<file path="src/rtl/autoreset_pd_acc.sv">
// Multiply-accumulate with masked pattern detect and self-clearing accumulator.
// Latency: inputs registered at edge k, product at k+1, P and AUTORESET_OUT updated at k+2.
// No backpressure: a new A/B/C triple is accepted on every clock.
module autoreset_pd_acc #(
  parameter logic [47:0] MASK         = 48'h0,
  parameter bit          AUTORESET_EN = 1'b1
) (
  input  logic        CLK,
  input  logic        RST,
  input  logic [29:0] A_IN,
  input  logic [17:0] B_IN,
  input  logic [47:0] C_IN,
  output logic        AUTORESET_OUT
);

  logic signed [24:0] a_reg;
  logic signed [17:0] b_reg;
  logic        [47:0] c_reg;
  logic        [47:0] m_reg;
  logic        [47:0] p_reg;

  // Qualifiers tracking whether each pipeline stage holds data captured after
  // reset. Without them the all-zero reset state would look like a 0 == 0
  // match on the first edge after release and fire a spurious pulse.
  logic               a_vld;
  logic               m_vld;

  logic signed [42:0] prod;
  logic        [47:0] sum;
  logic               match;
  logic               clear;

  // The upper multiplicand bits do not take part in the product.
  logic               unused_a_hi;
  assign unused_a_hi = ^A_IN[29:25];

  // 25x18 signed product, sign-extended to the accumulator width.
  assign prod = a_reg * b_reg;

  // Compare the adder output, not P, so the flag lines up with the P it describes.
  assign sum   = p_reg + m_reg;
  assign match = m_vld && (((sum ^ c_reg) & ~MASK) == 48'h0);
  assign clear = AUTORESET_EN && AUTORESET_OUT;

  // Stage 1: capture operands and pattern.
  always_ff @(posedge CLK or negedge RST) begin
    if (!RST) begin
      a_reg <= '0;
      b_reg <= '0;
      c_reg <= '0;
      a_vld <= 1'b0;
    end else begin
      a_reg <= A_IN[24:0];
      b_reg <= B_IN;
      c_reg <= C_IN;
      a_vld <= 1'b1;
    end
  end

  // Stage 2: register the product.
  always_ff @(posedge CLK or negedge RST) begin
    if (!RST) begin
      m_reg <= '0;
      m_vld <= 1'b0;
    end else begin
      m_reg <= {{5{prod[42]}}, prod};
      m_vld <= a_vld;
    end
  end

  // Stage 3: accumulate and detect; a match clears P on the following edge and the
  // product arriving on that edge is dropped.
  always_ff @(posedge CLK or negedge RST) begin
    if (!RST) begin
      p_reg         <= '0;
      AUTORESET_OUT <= 1'b0;
    end else if (clear) begin
      p_reg         <= '0;
      AUTORESET_OUT <= 1'b0;
    end else begin
      p_reg         <= sum;
      AUTORESET_OUT <= match;
    end
  end

endmodule

</file>
<file path="config.mk">
export PLATFORM = sky130hd
export DESIGN_NAME = autoreset_pd_acc
export DESIGN_NICKNAME = d
export VERILOG_FILES = /design/src/rtl/autoreset_pd_acc.sv
export SDC_FILE = /design/constraint.sdc
export NUM_CORES = 1
export LEC_CHECK = 0
export CAP_MARGIN = 20
export CELL_PAD_IN_SITES_DETAIL_PLACEMENT = 0
export CELL_PAD_IN_SITES_GLOBAL_PLACEMENT = 1
export CORE_MARGIN = 1.5
export CORE_UTILIZATION = 30
export DETAILED_ROUTE_END_ITERATION = 16
export GPL_TIMING_DRIVEN = 1
export PLACE_DENSITY_LB_ADDON = 0.1
export SLEW_MARGIN = 10
export SYNTH_ARGS = -nofsm -noshare
export SYNTH_HDL_FRONTEND = slang
export SYNTH_SLANG_ARGS = --single-unit
</file>
<file path="constraint.sdc">
create_clock -name CLK -period 8.72 [get_ports CLK]
set_input_delay 2.18 -clock CLK [delete_from_list [all_inputs] [get_ports CLK]]
set_output_delay 2.18 -clock CLK [all_outputs]
set_load 0.05 [all_outputs]
</file>
==> results_dict.tcl <==
set metrics [dict create \
    ys.flop_type "dfrtp_1" \
    worst-setup-path-type "reg -> reg" \
    hpwl_mm 56.4 \
    synthTopCellsByCount "inv_1, fa_1, nand2_1" \
    port_buffers 93 \
    ant_nets 0 \
    drv_slew 0 \
    status "completed" \
    critPathMaxFanout 25 \
    top_layer_used "met4" \
    area_growth_pct 10.4 \
    synth_area_per_cell_sq_um 9.47 \
    yosysWarnings 0 \
    syn_nets 3293 \
    antenna_found_initial 3 \
    yosys.area.top_type "fa_1" \
    drive_gt1_share_pct 3.04 \
    wirelength_met1_mm 36.0 \
    grt_max_degree 112 \
    finalCritPeriodShare_pct 85.2 \
    vias_per_cell 4.65 \
    synth-async-reset-ratio_pct 100 \
    startpoint_type "flop" \
    pin_count 99 \
    start_util_pct 30.4 \
    nets 3314 \
    diodes 0 \
    synth_edf_count 0 \
    cts_hold_buf 0 \
    slew_headroom_pct 21.9 \
    end_kind "flop" \
    post_cts_buffers 0 \
    hold_viol_final 0 \
    yosysTopAreaCellShare_pct 36.0 \
    die-area_sq_um 83700 \
    numClockSinks 185 \
    setup_viol 0 \
    met2_length_mm 32.7 \
    clock_path_buffers 2 \
    ys_seq_elements 185 \
    worstPathArrival_ps 7820 \
    die_x_um 289 \
    synth_area_leaders "fa_1, dfrtp_1, ha_1, inv_1, nand2_1" \
    route.detailed.drc 0 \
    vias 17188 \
    fill_cells 8352 \
    first_global_vias 19345 \
    rsz0062_at_grt "no" \
    tns_ps 0 \
    cts_root_buf "clkbuf_16" \
    clkLatencyLatePin_ps 520 \
    post_drt_wl_per_cell_um 19.5 \
    syn-cell-area_sq_um 24600 \
    yosysMostFrequentCell "inv_1" \
    drt_iter0_drc 739 \
    cts_tree "built" \
    cap_violations 0 \
    grt_use_total_pct 18.2 \
    required_ps 9110 \
    rows 104 \
    htree_num_levels 4 \
    die_y_um 289 \
    dr.pass1.iters 5 \
    grt_overflow_total 0 \
    fin_skew_ps 21.3 \
    wl_mm 72.0 \
    hp-class "reg -> reg" \
    worst_slew_pin_slew_ps 1170 \
    cts_inserted_buffers 17 \
    synth_cell_types 81 \
    grt_pass1_wl_mm 114 \
    finalWeightedCongestion 0.843 \
    synth_cells 2599 \
    period_needed_ps 7430 \
    cts.repair.resized 0 \
    core_area_sq_um 80800 \
    cts.reportedPaths.clkPinSlew_ps 90 \
    fmax_mhz 135 \
    ys_seq_area_share_pct 18.8 \
    wl_met3_mm 2.28 \
]
[stage by stage]
| stage | cell area [sq um] | worst slack, ps | util (%) | instances | hold slack (ps) |
|---|---|---|---|---|---|
| after floorplan | 24600 | 2250 | - | 2599 | 331 |
| after global placement | 26500 | 1190 | 32.8 | 3661 | 339 |
| after detailed placement | 26500 | 1200 | 32.8 | 3661 | 338 |
| after CTS | 27200 | 1160 | 33.6 | 3693 | 357 |
| after global routing | 27200 | 734 | 33.6 | 3693 | 366 |
| final | 27200 | 1290 | 33.6 | 3693 | 354 |
[layout make-up]
type / instances / area, sq um / area share, %
clock buffer: 17 / 425 / 1.57
clock inverter: 15 / 196 / 0.723
inverter: 499 / 1870 / 6.90
multi-input combinational: 1802 / 17600 / 64.8
sequential: 185 / 4630 / 17.1
tap: 1060 / 1330 / 4.88
timing repair buffer: 115 / 1100 / 4.05
[routing by layer]
| metal | vias up | GRT usage, % |
|---|---|---|
| li1 | 8022 | - |
| met1 | 8840 | 25.9 |
| met2 | 275 | 29.2 |
| met3 | 51 | 2.48 |
| met4 | 0 | 4.02 |
| met5 | - | 0 |
[cell families after synthesis]
| family | after synthesis | synth area share (%) |
|---|---|---|
| flops | 185 | 18.8 |
| buf+inv | 612 | 9.61 |
| mux | 2 | 0.0814 |
| xor+xnor | 134 | 4.94 |
| other cells | 1 | 0.0152 |
| simple gates | 760 | 14.6 |
| compound gates | 309 | 8.11 |
| fa+ha+maj | 596 | 43.8 |
[worst max-delay path: stages, from the launching register on]
cell and delay [ps]:
dfrtp_1 1060, nand2_1 150, fa_1 500, fa_1 510, inv_1 40, ha_1 300
fa_1 510, inv_1 60, fa_1 540, inv_1 50, fa_1 460, ha_1 360
nand2_1 90, o21ai_0 500, a211oi_1 180, nor3_1 340, o21ai_0 180, a21oi_1 350
nor4b_1 430, a31o_2 250, nor3_1 60, o21bai_1 150, a21oi_1 90, xnor2_1 130
[placed cells by master (no fill, tap or decap), types with 4 or more instances in the layout]
cell type / instances
o21ai_1: 4
o2bb2ai_1: 5
nor2_1: 129
dfrtp_1: 183
a31o_2: 5
o2111ai_1: 5
a211o_1: 4
a21boi_0: 4
ha_1: 154
a311oi_1: 5
o211ai_1: 8
a21o_1: 28
nor3_1: 22
o21bai_1: 13
o21ai_0: 62
nor2b_1: 8
nand2_1: 335
nand4_1: 24
and2_1: 167
nor4_1: 7
a221o_1: 4
nand3_1: 17
buf_4: 22
o21a_1: 11
inv_1: 499
a21oi_1: 100
fa_1: 442
clkdlybuf4s50_1: 92
inv_8: 4
xor2_1: 43
and3_1: 6
or4_1: 5
or2_2: 4
xnor2_1: 88
a211oi_1: 15
clkinv_8: 4
nor3b_1: 4
clkbuf_16: 17
nand2b_1: 12
a221oi_1: 4
[path summary, 6_finish.rpt]
check                         start   endpoint  slack, ps  cells past startpoint
max                        b_reg[2]  m_reg[42]       1290                     23
min                           a_vld      m_vld        350                      0
max reg2reg                b_reg[2]  m_reg[42]       1290                     23
min reg2reg                   a_vld      m_vld        350                      0
max in group asynchronous       RST   b_reg[3]       5420                      2
min in group asynchronous       RST   c_reg[9]       1740                      1
Power is left out: the tool's default activity adds up to more than one toggle a clock period on the data nets, which glitch-free logic cannot reach.
